[src/rtl/adder_arbiter.sv]
// rtl/adder_arbiter.sv - round-robin arbiter sharing one registered adder among requesters
//
// Grants one requester at a time access to a shared adder that registers its
// sum (one-cycle latency) but presents its carry combinationally. The carry is
// captured in the cycle the operands are first presented, and the sum one
// cycle later, so both belong to the same operand pair. The result is returned
// as {id, sum, carry} on a valid/ready response channel.
//
// Configuration macro:
//   ADDER_ARB_FIXED_PRIO_EN  defined   -> fixed priority, lowest index wins
//                            undefined -> round-robin (default)
//
// Ports:
//   clk            rising-edge clock
//   rst_ni         synchronous active-low reset
//   req_valid_i    per-requester request valid
//   req_ready_o    per-requester accept, one-hot or zero, only in IDLE
//   req_a_i        operand A, requester i at [i*WIDTH +: WIDTH]
//   req_b_i        operand B, same packing
//   resp_valid_o   response valid
//   resp_ready_i   response consumer ready
//   resp_id_o      requester index owning the response
//   resp_sum_o     sum
//   resp_carry_o   carry out
//   add_a_o        to shared adder operand A
//   add_b_o        to shared adder operand B
//   add_sum_i      from shared adder sum (registered)
//   add_carry_i    from shared adder carry (combinational)
//   busy_o         high whenever a transaction is in flight

module adder_arbiter #(
  parameter int NUM_REQ = 4,
  parameter int WIDTH   = 16,
  localparam int IDW    = (NUM_REQ > 1) ? $clog2(NUM_REQ) : 1
) (
  input  logic                     clk,
  input  logic                     rst_ni,
  input  logic [NUM_REQ-1:0]       req_valid_i,
  output logic [NUM_REQ-1:0]       req_ready_o,
  input  logic [NUM_REQ*WIDTH-1:0] req_a_i,
  input  logic [NUM_REQ*WIDTH-1:0] req_b_i,
  output logic                     resp_valid_o,
  input  logic                     resp_ready_i,
  output logic [IDW-1:0]           resp_id_o,
  output logic [WIDTH-1:0]         resp_sum_o,
  output logic                     resp_carry_o,
  output logic [WIDTH-1:0]         add_a_o,
  output logic [WIDTH-1:0]         add_b_o,
  input  logic [WIDTH-1:0]         add_sum_i,
  input  logic                     add_carry_i,
  output logic                     busy_o
);

  typedef enum logic [1:0] {
    S_IDLE  = 2'd0,
    S_ISSUE = 2'd1,
    S_WAIT  = 2'd2,
    S_RESP  = 2'd3
  } state_e;

  state_e           state_q;
  logic [WIDTH-1:0] op_a_q;
  logic [WIDTH-1:0] op_b_q;
  logic [IDW-1:0]   id_q;
  logic             carry_q;
  logic             resp_valid_q;
  logic [IDW-1:0]   resp_id_q;
  logic [WIDTH-1:0] resp_sum_q;
  logic             resp_carry_q;
`ifndef ADDER_ARB_FIXED_PRIO_EN
  logic [IDW-1:0]   rr_ptr_q;
`endif

  logic             grant_found;
  logic [IDW-1:0]   grant_idx;
  logic             accept;

  // Grant search. In round-robin mode the search starts at rr_ptr and wraps;
  // in fixed mode it always starts at 0. Evaluated every cycle so a withdrawn
  // request simply drops out of the next IDLE decision.
  always_comb begin
    grant_found = 1'b0;
    grant_idx   = '0;
    for (int k = 0; k < NUM_REQ; k++) begin
      int idx;
`ifdef ADDER_ARB_FIXED_PRIO_EN
      idx = k;
`else
      idx = int'(rr_ptr_q) + k;
      if (idx >= NUM_REQ) begin
        idx = idx - NUM_REQ;
      end
`endif
      if (!grant_found && req_valid_i[idx]) begin
        grant_found = 1'b1;
        grant_idx   = IDW'(idx);
      end
    end
  end

  assign accept = (state_q == S_IDLE) && grant_found;

  // Ready is only ever raised in IDLE, which keeps exactly one transaction in
  // flight without any extra bookkeeping.
  always_comb begin
    req_ready_o = '0;
    if (accept) begin
      req_ready_o[grant_idx] = 1'b1;
    end
  end

  always_ff @(posedge clk) begin
    if (!rst_ni) begin
      state_q      <= S_IDLE;
      op_a_q       <= '0;
      op_b_q       <= '0;
      id_q         <= '0;
      carry_q      <= 1'b0;
      resp_valid_q <= 1'b0;
      resp_id_q    <= '0;
      resp_sum_q   <= '0;
      resp_carry_q <= 1'b0;
`ifndef ADDER_ARB_FIXED_PRIO_EN
      rr_ptr_q     <= '0;
`endif
    end else begin
      case (state_q)
        S_IDLE: begin
          if (accept) begin
            op_a_q  <= req_a_i[int'(grant_idx)*WIDTH +: WIDTH];
            op_b_q  <= req_b_i[int'(grant_idx)*WIDTH +: WIDTH];
            id_q    <= grant_idx;
            state_q <= S_ISSUE;
          end
        end
        S_ISSUE: begin
          // Operands reach the adder this cycle; its carry is valid now,
          // while its sum only appears after this edge.
          carry_q <= add_carry_i;
          state_q <= S_WAIT;
        end
        S_WAIT: begin
          resp_sum_q   <= add_sum_i;
          resp_carry_q <= carry_q;
          resp_id_q    <= id_q;
          resp_valid_q <= 1'b1;
          state_q      <= S_RESP;
        end
        S_RESP: begin
          if (resp_ready_i) begin
            resp_valid_q <= 1'b0;
`ifndef ADDER_ARB_FIXED_PRIO_EN
            // Pointer advances only on completion, so a stalled response
            // holds off every requester, including the next in line.
            if (id_q == IDW'(NUM_REQ - 1)) begin
              rr_ptr_q <= '0;
            end else begin
              rr_ptr_q <= id_q + IDW'(1);
            end
`endif
            state_q <= S_IDLE;
          end
        end
        default: begin
          state_q <= S_IDLE;
        end
      endcase
    end
  end

  assign add_a_o      = op_a_q;
  assign add_b_o      = op_b_q;
  assign resp_valid_o = resp_valid_q;
  assign resp_id_o    = resp_id_q;
  assign resp_sum_o   = resp_sum_q;
  assign resp_carry_o = resp_carry_q;
  assign busy_o       = (state_q != S_IDLE);

endmodule

[config.mk]
export PLATFORM = sky130hd
export DESIGN_NAME = adder_arbiter
export DESIGN_NICKNAME = d
export VERILOG_FILES = /design/src/rtl/adder_arbiter.sv
export SDC_FILE = /design/constraint.sdc
export NUM_CORES = 1
export LEC_CHECK = 0
export CAP_MARGIN = 15
export CORE_MARGIN = 4
export CORE_UTILIZATION = 35
export DETAILED_ROUTE_END_ITERATION = 8
export GPL_ROUTABILITY_DRIVEN = 0
export HOLD_SLACK_MARGIN = 0.08
export PLACE_DENSITY_LB_ADDON = 0.08
export SYNTH_ARGS = -nofsm -noshare
export SYNTH_HDL_FRONTEND = slang
export SYNTH_SLANG_ARGS = --single-unit
[constraint.sdc]
create_clock -name clk -period 2.2 [get_ports clk]
set_clock_uncertainty 0.1 [all_clocks]
set_input_delay 0.22 -clock clk [delete_from_list [all_inputs] [get_ports clk]]
set_output_delay 0.22 -clock clk [all_outputs]
set_load 0.01 [all_outputs]
### Yosys cells after proc, flatten, opt, wreduce, memory -nomap -nowiden

Index checks and enable logic that the tools add are counted.

* register bits after elaboration: 59
* input port bits: 152
* logic and storage cells: 84

* add/subtract/negate cells: 8
* magnitude comparators: 10
* equality and inequality tests: 6
* shift-type cells: 2
* multiplexer cells: 33
* reductions and logical operators: 15

Operator list (number)
* $lt A32 B4 Y1 const B: 4
* $mux W32: 4
* $shiftx A64 B7 Y16: 2
* $mux W1: 14
* $mux W2: 7
* $sub A3 B3 Y4 const B: 3
* $ge A3 B3 Y1 const B: 3
* $bmux W1 S2: 4
* $pmux W2 S4: 1
* $reduce_and A2 Y1: 4
* $add A2 B2 Y3 const B: 2
* $eq A2 B2 Y1 const B: 3
* $logic_and A1 B1 Y1: 5
* $mux W4: 1
* $ne A2 B2 Y1 const B: 2
* $reduce_bool A2 Y1: 2
* $sub A2 B3 Y4 const B: 1
* $add A2 B1 Y3 const B: 1
* $ge A2 B3 Y1 const B: 1
* $logic_not A1 Y1: 3
* $lt A2 B3 Y1 const B: 1
* $add A2 B1 Y2 const B: 1
* $demux W1 S2: 1
* $eq A2 B1 Y1 const B: 1
* 3 further kinds: 3

### Depth between registers and ports, before layout

* depth in word-level cells: 20
* depth in mapped cells: 9
* depth with buffers taken out: 6

### Worst setup path before layout

Ideal clock, no wire load.

* kind: reg2out
* from: reg rr_ptr_q[1]
* to: out req_ready_o[1]
* data arrival time: 1.610 ns
* required time: 1.880 ns
* setup slack: 0.270 ns
* stages on the path, launching flop included: 9
* buffers on the path: 3
* path through: dfxtp_1 buf_2 mux2i_1 nor2_1 nor3_2 buf_4 buf_6 inv_2 nor3_1

* word-level cells in the longest chain between the ends: 20

Ends and longest elaborated chain
* start, declared: RTL line 71 `logic [IDW-1:0] rr_ptr_q;`
* start signal, assigned: RTL line 158 `rr_ptr_q <= id_q + IDW'(1);`
* branches (longest 19 deep; another with $sub A3 B3 Y4)
* $mux W4 (*): RTL line 107 `if (accept) begin`
* end, declared: RTL line 39 `output logic [NUM_REQ-1:0] req_ready_o,`

Every way passes the cells marked *. The select of a mux whose other input is x is not followed.

### Worst setup path in the final report

* from: in req_valid_i[0]
* to: out req_ready_o[0]

* word-level cells in the longest chain between the ends: 18

Ends and longest elaborated chain
* start, declared: RTL line 38 `input logic [NUM_REQ-1:0] req_valid_i,`
* $bmux W1 S2: RTL line 94 `if (!grant_found && req_valid_i[idx]) begin`
* $mux W1 (implied by the code) (2 in series): RTL line 94
* $mux W1: RTL line 94
* $logic_not A1 Y1: RTL line 94
* $logic_and A1 B1 Y1: RTL line 94
* $mux W1: RTL line 94
* $logic_not A1 Y1: RTL line 94
* $logic_and A1 B1 Y1: RTL line 94
* $mux W1: RTL line 94
* $logic_not A1 Y1: RTL line 94
* $logic_and A1 B1 Y1: RTL line 94
* $mux W2: RTL line 94
* $lt A2 B3 Y1 (implied by the code) / $ge A2 B1 Y1 (equally long branches): RTL line 108 `req_ready_o[grant_idx] = 1'b1;`
* $logic_and A1 B1 Y1 (implied by the code): RTL line 108
* $mux W1 (implied by the code): RTL line 108
* $demux W1 S2: RTL line 108
* $mux W4 (*): RTL line 107

Mark *: on every way between the ends. The rest lies on a longest branch, timed or not. The select of a mux whose other input is x is not followed.

==> results.json <==
{
  "fp.dieW_um": 99.9,
  "powerDensity_nw_per_um2": 841,
  "ant_nets": 0,
  "cts_tree": "built",
  "vias_per_cell": 5.01,
  "synth_fp_nets": 464,
  "wl_per_cell_um": 15.8,
  "holdWs_ps": 365,
  "rsz0062_at_grt": "no",
  "end_kind": "output port",
  "grt_max_degree": 28,
  "die_h_um": 99.9,
  "drc": 0,
  "ys_seq_elements": 59,
  "design_area_um2": 5450,
  "layout_common_cells": "204 x clkdlybuf4s50_1, 87 x mux2i_1, 58 x dfxtp_1, 37 x nand2_1, 32 x o221ai_1",
  "critPathKind": "in2out",
  "antenna_found_initial": 0,
  "yosysWarningCount": 0,
  "path_clk_slew_ps": 70,
  "crit_fanout": 5,
  "synth_top_flop_cell": "dfxtp_1",
  "grt_pass1_wl_mm": 15.6,
  "ys_types": 25,
  "first_global_vias": 3252,
  "p_leak_nw": 2.11,
  "final_layout_size_suffix_gt1_frac": 0.0741,
  "vias": 3161,
  "drtIter0Drc": 57,
  "critPathRequiredTime_ps": 1880,
  "ir_drop_mv": 0.379,
  "clockBufferDepth": 2,
  "holdBufCountCts": 0,
  "hpwl_mm": 7.97,
  "place_area_um2": 5270,
  "worst_r2r_path_depth": 7,
  "core.rowCount": 33,
  "drtPass1Iterations": 4,
  "syn_inst": 306,
  "seq_area_frac_synth": 0.400,
  "cts_setup_buffers": 0,
  "setup_viol": 0,
  "clk_latency_ps": 330,
  "critPathLaunchType": "input pin",
  "period_minus_slack_ps": 2110,
  "nets": 679,
  "pre_cts_slack_ps": -208,
  "fin_crit_sh": 0.960,
  "grt_overflow": 0,
  "port_buffers": 208,
  "final.setup.worst_slack_ps": 87.2,
  "hp-class": "reg2reg",
  "ioPinCount": 209,
  "worstPathArrival_ps": 1790,
  "reg2reg_slack_ps": 230,
  "path_buf_inv": 2,
  "area_delta_synth_final_pct": 84.7,
  "hold_viol_final": 0,
  "slew_violations": 0,
  "cp_cell_sequence": "clkdlybuf4s50_1, a21oi_1, o21a_1, o22a_1, nor3_1, dlygate4sd2_1",
  "cts_buffers": 9,
  "final_util": 0.664,
  "num_antenna_cells": 0,
  "worst_path_max_delay_cell": "clkdlybuf4s50_1",
  "holdPathStages": 2,
  "h-tree-depth": 3,
  "critical_path_depth": 6,
  "fmax_mhz": 473,
  "syn_area_per_cell_um2": 9.65,
  "clockRootBuffer": "clkbuf_8",
  "synth_edf_count": 0,
  "cp_top_family": "buffers and inverters",
  "cts.sink_count": 59,
  "core_um2": 8220,
  "critical_path.max_stage_delay_ps": 560,
  "tightest_slew_ps": 330,
  "slew_headroom": 0.778,
  "dieArea_um2": 9970,
  "total_power_mw": 4.59,
  "synth-async-reset-ratio": 0,
  "routed_wl_mm": 9.97,
  "drv_cap": 0,
  "mostFrequentLayoutCell": "clkdlybuf4s50_1",
  "start_util": 0.359,
  "status": "complete, no violations",
  "netlist_area_um2": 2950,
  "gr-usage-all-layers": 0.196
}
[worst reg2reg max path: cells and delay by family (launching register included)]
kind	cells	cell delay, ps
buffers and inverters	2	480
AND/OR/NAND/NOR	2	390
flip-flops	1	380
multiplexers	1	260
AO/OA/AOI/OAI	2	230
[where the power goes]
part           switching, mW  total [mW]  internal (mW)
sequential             0.157        1.52           1.37
clock                  0.480       0.929          0.448
combinational          0.918        2.14           1.22
total                   1.55        4.59           3.03
[final timing paths]
check,endpoint,startpoint
max reg2reg,add_b_o[7],rr_ptr_q[1]
min,add_a_o[13],add_a_o[13]
min reg2reg,add_a_o[13],add_a_o[13]
max,req_ready_o[0],req_valid_i[0]
[state kept, by name, summed over array words and instances (netlist names)]
name          cells
state_q           2
rr_ptr_q          2
resp_id_o         2
resp_valid_o      1
id_q              2
resp_carry_o      1
add_a_o          16
resp_sum_o       16
add_b_o          16
carry_q           1
[cell usage after synthesis, drive strengths merged, types with 2 or more instances]
cell type	instances	share of area
a21oi	8	0.014
buf	18	0.034
clkbuf	5	0.0064
dfxtp	59	0.40
ha	6	0.025
inv	6	0.0076
mux2i	87	0.29
nand2	37	0.047
nand2b	2	0.0042
nor2	31	0.039
nor2b	2	0.0042
nor3	6	0.012
o221ai	32	0.095
[final cells by class]
class                           count  area (um2)
Clock buffer                       10         138
Clock inverter                      6        48.8
Fill cell                         698        2760
Inverter                            6        22.5
Multi-Input combinational cell    218        1640
Sequential cell                    59        1180
Tap cell                          105         131
Timing Repair Buffer              227        2290
[metal layers]
metal | global-route usage | wire length, um | part of all wire | vias up
met5 | 0 | 0 | 0 | -
met4 | 0.0651 | 170 | 0.017 | 0
met3 | 0.0695 | 960 | 0.096 | 12
met2 | 0.355 | 5190 | 0.52 | 129
met1 | 0.211 | 3650 | 0.37 | 1479
li1 | - | - | - | 1541
[through the flow]
step | std cells | setup TNS [ps]
5_1_grt | 631 | 0
3_3_place_gp | 615 | -2320
2_1_floorplan | 306 | 0
6_report | 631 | 0
4_1_cts | 631 | 0
3_5_place_dp | 615 | -4220
[cells by family (layout without fill, tap and decap cells)]
| logic type | count (synthesis) | count (layout) | share of synthesized area |
|---|---|---|---|
| fa+ha+maj | 6 | 6 | 0.0254 |
| compound gates | 44 | 44 | 0.119 |
| simple gates | 81 | 81 | 0.113 |
| flops | 59 | 59 | 0.400 |
| buf+inv | 29 | 249 | 0.0483 |
| mux | 87 | 87 | 0.295 |
[repair_timing]
action | CTS | global route
endpoints found under the setup margin | 4 | 1
resized for setup | 5 | 2
cloned | 0 | 0
pin swaps | 1 | 0
Power figures use the tool's default switching activity.
